==> config.mk <==
export PLATFORM = sky130hd
export DESIGN_NAME = replay_poke_sequencer
export DESIGN_NICKNAME = d
export VERILOG_FILES = /design/src/rtl/replay_pkg.sv /design/src/rtl/replay_rec_fifo.sv /design/src/rtl/replay_poke_sequencer.sv
export SDC_FILE = /design/constraint.sdc
export NUM_CORES = 1
export LEC_CHECK = 0
export BUFFER_PORTS_ARGS = -buffer_cell sky130_fd_sc_hd__buf_2
export CORE_ASPECT_RATIO = 2
export CORE_MARGIN = 4
export CORE_UTILIZATION = 25
export DETAILED_ROUTE_END_ITERATION = 6
export PLACE_DENSITY = 0.48
export REMOVE_ABC_BUFFERS = 1
export SETUP_SLACK_MARGIN = 0.02
export SLEW_MARGIN = 40
export SYNTH_ARGS = -nofsm -noshare
export SYNTH_HDL_FRONTEND = slang
export SYNTH_HIERARCHICAL = 1
export SYNTH_SLANG_ARGS = --single-unit
==> constraint.sdc <==
create_clock -name clock -period 22.3 [get_ports clock]
set_input_delay 2.23 -clock clock [delete_from_list [all_inputs] [get_ports clock]]
set_output_delay 2.23 -clock clock [all_outputs]
set_load 0.01 [all_outputs]
==> src/rtl/replay_pkg.sv <==
// Shared types for the trace replay sequencer: record layout, FSM states, default widths.
// Latency: n/a (types and constants only).
// Backpressure: n/a.
package replay_pkg;

    localparam int CYCLE_W_DEF = 48;
    localparam int ADDR_W_DEF  = 8;
    localparam int DATA_W_DEF  = 64;
    localparam int DEPTH_DEF   = 4;

    // Sequencer states. DONE and ERR are only left through reset.
    typedef enum logic [1:0] {
        ST_RUN  = 2'd0,
        ST_DONE = 2'd1,
        ST_ERR  = 2'd2
    } seq_state_t;

    // One trace record at the default widths. Parameterised instances build
    // a record of the same field order with their own widths.
    typedef struct packed {
        logic [CYCLE_W_DEF-1:0] cycle;
        logic [ADDR_W_DEF-1:0]  addr;
        logic [DATA_W_DEF-1:0]  data;
        logic                   last;
    } rec_t;

endpackage

==> src/rtl/replay_rec_fifo.sv <==
// Record buffer: DEPTH-entry synchronous FIFO with first-word fall-through head.
// Latency: a pushed word is visible at o_head_dat one clock after the push edge.
// Backpressure: pushes while full and pops while empty are ignored; the caller gates on o_full/o_empty.
//
// Ports: clock/reset (sync, active-low), i_push/i_push_dat write side,
//        i_pop consumes the head, o_head_dat current head, o_full/o_empty flags.
module replay_rec_fifo
    import replay_pkg::*;
#(
    parameter int WIDTH = $bits(rec_t),
    parameter int DEPTH = DEPTH_DEF
) (
    input  logic             clock,
    input  logic             reset,
    input  logic             i_push,
    input  logic [WIDTH-1:0] i_push_dat,
    input  logic             i_pop,
    output logic [WIDTH-1:0] o_head_dat,
    output logic             o_full,
    output logic             o_empty
);

    localparam int AW = $clog2(DEPTH);

    logic [WIDTH-1:0] r_mem [DEPTH];
    // Pointers carry one extra wrap bit so full and empty are distinguishable.
    logic [AW:0]      r_wr_ptr;
    logic [AW:0]      r_rd_ptr;
    logic             w_do_push;
    logic             w_do_pop;

    assign w_do_push  = i_push && !o_full;
    assign w_do_pop   = i_pop && !o_empty;
    assign o_empty    = (r_wr_ptr == r_rd_ptr);
    assign o_full     = (r_wr_ptr[AW] != r_rd_ptr[AW]) &&
                        (r_wr_ptr[AW-1:0] == r_rd_ptr[AW-1:0]);
    assign o_head_dat = r_mem[r_rd_ptr[AW-1:0]];

    always_ff @(posedge clock) begin
        if (!reset) begin
            r_wr_ptr <= '0;
            r_rd_ptr <= '0;
        end else begin
            if (w_do_push) r_wr_ptr <= r_wr_ptr + (AW+1)'(1);
            if (w_do_pop)  r_rd_ptr <= r_rd_ptr + (AW+1)'(1);
        end
    end

    // Storage needs no reset: the pointers define what is valid.
    always_ff @(posedge clock) begin
        if (w_do_push) r_mem[r_wr_ptr[AW-1:0]] <= i_push_dat;
    end

endmodule

==> src/rtl/replay_poke_sequencer.sv <==
// Replays a timestamped poke trace: applies each record when the target cycle counter equals its timestamp.
// Latency: poke pulse one clock after the head record is popped; counter advances at most one per clock.
// Backpressure: in_ready drops when the buffer is full, after the last record is accepted, or outside RUN.
//
// Ports: clock/reset (sync, active-low); in_* record input with valid/ready;
//        stall freezes target time; poke_* registered one-cycle apply pulse;
//        cycle current target time; starved/done/error status.
module replay_poke_sequencer
    import replay_pkg::*;
#(
    parameter int CYCLE_W = CYCLE_W_DEF,
    parameter int ADDR_W  = ADDR_W_DEF,
    parameter int DATA_W  = DATA_W_DEF,
    parameter int DEPTH   = DEPTH_DEF
) (
    input  logic               clock,
    input  logic               reset,
    input  logic               in_valid,
    output logic               in_ready,
    input  logic [CYCLE_W-1:0] in_cycle,
    input  logic [ADDR_W-1:0]  in_addr,
    input  logic [DATA_W-1:0]  in_data,
    input  logic               in_last,
    input  logic               stall,
    output logic               poke_valid,
    output logic [ADDR_W-1:0]  poke_addr,
    output logic [DATA_W-1:0]  poke_data,
    output logic [CYCLE_W-1:0] cycle,
    output logic               starved,
    output logic               done,
    output logic               error
);

    typedef struct packed {
        logic [CYCLE_W-1:0] cycle;
        logic [ADDR_W-1:0]  addr;
        logic [DATA_W-1:0]  data;
        logic               last;
    } seq_rec_t;

    seq_state_t         r_state;
    logic               r_last_acc;
    logic [CYCLE_W-1:0] r_cycle;
    logic               r_poke_vld;
    logic [ADDR_W-1:0]  r_poke_addr;
    logic [DATA_W-1:0]  r_poke_data;
    logic               r_done;
    logic               r_error;

    seq_rec_t           w_in_rec;
    seq_rec_t           w_head;
    logic               w_full;
    logic               w_empty;
    logic               w_is_run;
    logic               w_push;
    logic               w_pop;
    logic               w_match;
    logic               w_ahead;
    logic               w_behind;

    assign w_in_rec = {in_cycle, in_addr, in_data, in_last};
    assign w_is_run = (r_state == ST_RUN);
    assign in_ready = w_is_run && !w_full && !r_last_acc;
    assign w_push   = in_valid && in_ready;

    // Unsigned compare of the head timestamp against target time; the three
    // outcomes are mutually exclusive and all require a head to be present.
    assign w_match  = !w_empty && (w_head.cycle == r_cycle);
    assign w_ahead  = !w_empty && (w_head.cycle >  r_cycle);
    assign w_behind = !w_empty && (w_head.cycle <  r_cycle);
    assign w_pop    = w_is_run && !stall && w_match;

    replay_rec_fifo #(
        .WIDTH ($bits(seq_rec_t)),
        .DEPTH (DEPTH)
    ) u_rec_fifo (
        .clock      (clock),
        .reset      (reset),
        .i_push     (w_push),
        .i_push_dat (w_in_rec),
        .i_pop      (w_pop),
        .o_head_dat (w_head),
        .o_full     (w_full),
        .o_empty    (w_empty)
    );

    always_ff @(posedge clock) begin
        if (!reset) begin
            r_state     <= ST_RUN;
            r_last_acc  <= 1'b0;
            r_cycle     <= '0;
            r_poke_vld  <= 1'b0;
            r_poke_addr <= '0;
            r_poke_data <= '0;
            r_done      <= 1'b0;
            r_error     <= 1'b0;
        end else begin
            r_poke_vld <= 1'b0;
            if (w_push && in_last) r_last_acc <= 1'b1;
            case (r_state)
                ST_RUN: begin
                    // A head older than target time can never be applied;
                    // this is checked even while stalled.
                    if (w_behind) begin
                        r_state <= ST_ERR;
                        r_error <= 1'b1;
                    end else if (!stall) begin
                        if (w_match) begin
                            r_poke_vld  <= 1'b1;
                            r_poke_addr <= w_head.addr;
                            r_poke_data <= w_head.data;
                            if (w_head.last) begin
                                r_state <= ST_DONE;
                                r_done  <= 1'b1;
                            end
                        end else if (w_ahead) begin
                            // Time only advances toward a buffered record,
                            // so an empty buffer holds the counter.
                            r_cycle <= r_cycle + CYCLE_W'(1);
                        end
                    end
                end
                default: ;
            endcase
        end
    end

    assign poke_valid = r_poke_vld;
    assign poke_addr  = r_poke_addr;
    assign poke_data  = r_poke_data;
    assign cycle      = r_cycle;
    assign done       = r_done;
    assign error      = r_error;
    assign starved    = w_is_run && w_empty && !r_last_acc;

endmodule
==> flow_metrics.env <==
export IMPL_cts_tree="built"
export IMPL_multi_input_area_um2=7203
export IMPL_synth_edf_count=484
export IMPL_die_h_um=456.3
export IMPL_worstPathArrival_ns=6.61
export IMPL_start_kind="flip-flop"
export IMPL_fp_dieW_um=232.2
export IMPL_cts_setup_buffers=0
export IMPL_grt_pass1_vias=15160
export IMPL_synthArstFlopShare_pct=0
export IMPL_final_antenna_net_count=0
export IMPL_nets=1985
export IMPL_area_delta_synth_final_pct=18.62
export IMPL_cpMostUsedCell="buf_4"
export IMPL_worstPathMaxFanout=43
export IMPL_irDropWorstVdd_uv=77.01
export IMPL_ys_types=56
export IMPL_drv_slew=0
export IMPL_cp_end_kind="flip-flop"
export IMPL_drt_first_iter_violations=753
export IMPL_syn_area_per_cell_um2=16.17
export IMPL_synth_top_area_cell="edfxtp_1"
export IMPL_drc_errors=0
export IMPL_regArea_um2=17220
export IMPL_hold_viol=0
export IMPL_numPortBuffers=249
export IMPL_antenna_found_initial=29
export IMPL_stdcell_count=3198
export IMPL_critPathMaxStageDelay_ns=0.78
export IMPL_gp_congestion=0.7438
export IMPL_synth_top_area_share_pct=57.84
export IMPL_worst_path_max_delay_cell="dfxtp_4"
export IMPL_whs_path_depth=2
export IMPL_cts_root_buf="clkbuf_16"
export IMPL_ys_ff_latch=618
export IMPL_worstPathCellList="buf_4 -> buf_4 -> mux4_2 -> ha_1 -> nand4_1 -> nor4_2 -> nand2_1 -> nor2_1 -> o21a_4 -> buf_4 -> buf_12 -> mux2i_1"
export IMPL_cts_hold_buf=0
export IMPL_critPathKind="flip-flop to flip-flop"
export IMPL_core_um2=99930
export IMPL_grt_usage_pct=11.78
export IMPL_insertion_delay_ns=0.63
export IMPL_grt_max_degree=97
export IMPL_fillers=10010
export IMPL_cp_num_cells=12
export IMPL_wl_um=62980
export IMPL_setup_viol=0
export IMPL_period_share_pct=27.17
export IMPL_worst_clock_skew_ns=0.02681
export IMPL_drt_wirelength_per_cell_um=19.69
export IMPL_grt_overflow=0
export IMPL_avgViaCountPerCell=4.405
export IMPL_cts_buffers=59
export IMPL_rows=164
export IMPL_yosys_warnings=6
export IMPL_fmax_mhz=165.0
export IMPL_finalInstanceArea_um2=29810
export IMPL_cap_violations=0
export IMPL_power_w=0.002715
export IMPL_dp_cells=3071
export IMPL_grt_setup_unrepaired="false"
export IMPL_cpLargestDelayFamily="buffers and inverters"
export IMPL_hp_class="flip-flop to flip-flop"
export IMPL_ctsResizeCount=0
export IMPL_power_density_nw_per_um2=91.08
export IMPL_syn_inst=1554
export IMPL_synth_area_um2=25130
export IMPL_synthTopCellsByArea="edfxtp_1 58%, mux4_2 11%, dfxtp_1 11%, mux2i_1 4.7%, nand2_1 3.8%"
export IMPL_clk_pin_slew_ns=0.07
export IMPL_firstDrtPassIters=5
export IMPL_slew_headroom_pct=44.60
export IMPL_hpwl_um=41520
export IMPL_outcome="finished, final reports clean"
export IMPL_leakagePower_nw=9.945
export IMPL_grt_pass1_wl_um=94880
export IMPL_worst_slew_pin_slew_ns=0.8236
export IMPL_ys_seq_area_share_pct=68.52
export IMPL_drive_above_1_share_pct=27.79
export IMPL_htree_levels=2
export IMPL_vias=14090
export IMPL_postPlaceCellArea_um2=27760
export IMPL_initial_core_util_pct=25.14
export IMPL_synth_flop_cell="edfxtp_1"
export IMPL_clock_sinks=618
export IMPL_crit_buf_inv=4
export IMPL_boundaryPins=250
export IMPL_reg2regPathDepth=12
export IMPL_die_area_um2=106000
export IMPL_clk_path_buf_depth=3
export IMPL_post_route_min_period_ns=6.059
export IMPL_cp_data_required_time_ns=22.85
export IMPL_tns_ns=0
-- stage by stage --
stage	hold WS [ns]	util (%)	setup slack, ns
finish	0.4573	29.83	16.24
global route	0.4763	29.81	15.86
CTS	0.4611	29.75	15.87
detailed placement	0.4446	27.78	15.88
global placement	0.4432	27.69	15.51
floorplan	0.4598	-	13.55
-- cell families after synthesis --
logic type	count (synthesis)	synth area share [%]
xor+xnor	6	0.2092
buf+inv	136	2.958
mux	239	15.55
flops	618	68.52
fa+ha+maj	54	2.689
simple gates	385	7.071
compound gates	116	3.008
-- per-layer routing --
layer  vias up  global-route usage (%)  wire length [um]
met2       353                   21.11             32530
met1      7098                   13.31             24560
li1       6490                       -                 -
met3       128                   2.852              3497
met4        18                   4.832              2263
met5         -                       0               125
-- synthesized netlist by cell type (15+ instances only) --
cell type  number
a21oi_1        61
buf_2          16
clkbuf_1       39
dfxtp_1       134
edfxtp_1      484
ha_1           54
inv_1          55
mux2i_1       118
mux4_2        121
nand2_1       255
nand3_1        31
nand4_1        32
nor3_1         15
-- cell type report --
type	count	area share, %
well taps	1328	5.575
repair buffers	272	5.088
diodes	13	0.1091
clock inverters	29	0.9319
inverters	55	0.6926
multi-input cells	800	24.17
flip-flops and latches	618	57.79
clock buffers	83	5.650
-- worst register-to-register path, delay by kind of cell (launching register included) --
family          cells  cell delay [ns]
mux                 2             0.72
buf+inv             4             2.20
flops               1             0.78
simple gates        4             1.36
fa+ha+maj           1             0.33
compound gates      1             0.60
-- flip-flops by register name, summed over array words and instances (netlist names), named ones only --
name / count
u_rec_fifo/r_mem: 484
r_state: 2
r_last_acc: 1
cycle: 48
done: 1
u_rec_fifo/r_wr_ptr: 3
error: 1
poke_addr: 8
poke_valid: 1
u_rec_fifo/r_rd_ptr: 3
poke_data: 64
-- where the power goes --
| part | switching (W) | leakage (nW) | internal (W) |
|---|---|---|---|
| clock | 0.000444 | 0.967 | 0.000568 |
| combinational | 0.000192 | 3.48 | 0.000107 |
| sequential | 0.0000277 | 5.50 | 0.00138 |
-- path summary, 6_finish.rpt --
check | from | to | slack, ns
setup / recovery | flip-flop | poke_data[21] | 16.24
hold / removal | poke_data[19] | poke_data[19] | 0.46
hold reg to reg | poke_data[19] | poke_data[19] | 0.46
setup reg to reg | flip-flop | poke_data[21] | 16.24
-- cell usage in the layout (no fill, tap or decap), drive strengths merged, types with 4 or more instances in the layout --
master | netlist | final
nor4 | 6 | 6
and2 | 6 | 6
a21o | 7 | 7
clkinvlp | 0 | 4
nor3 | 15 | 15
nand3b | 4 | 4
mux4 | 121 | 121
o21ai | 9 | 9
a21oi | 63 | 63
diode | 0 | 13
clkinv | 0 | 12
a211oi | 5 | 5
buf | 41 | 271
clkbuf | 40 | 84
dfxtp | 134 | 134
and3 | 11 | 11
mux2i | 118 | 118
and4 | 5 | 5
nand3 | 31 | 31
o211ai | 8 | 8
a211o | 5 | 5
ha | 54 | 54
nor2 | 9 | 9
nand2 | 255 | 255
inv | 55 | 65
edfxtp | 484 | 484
nand4 | 34 | 34
(Power assumes the default switching activity.)
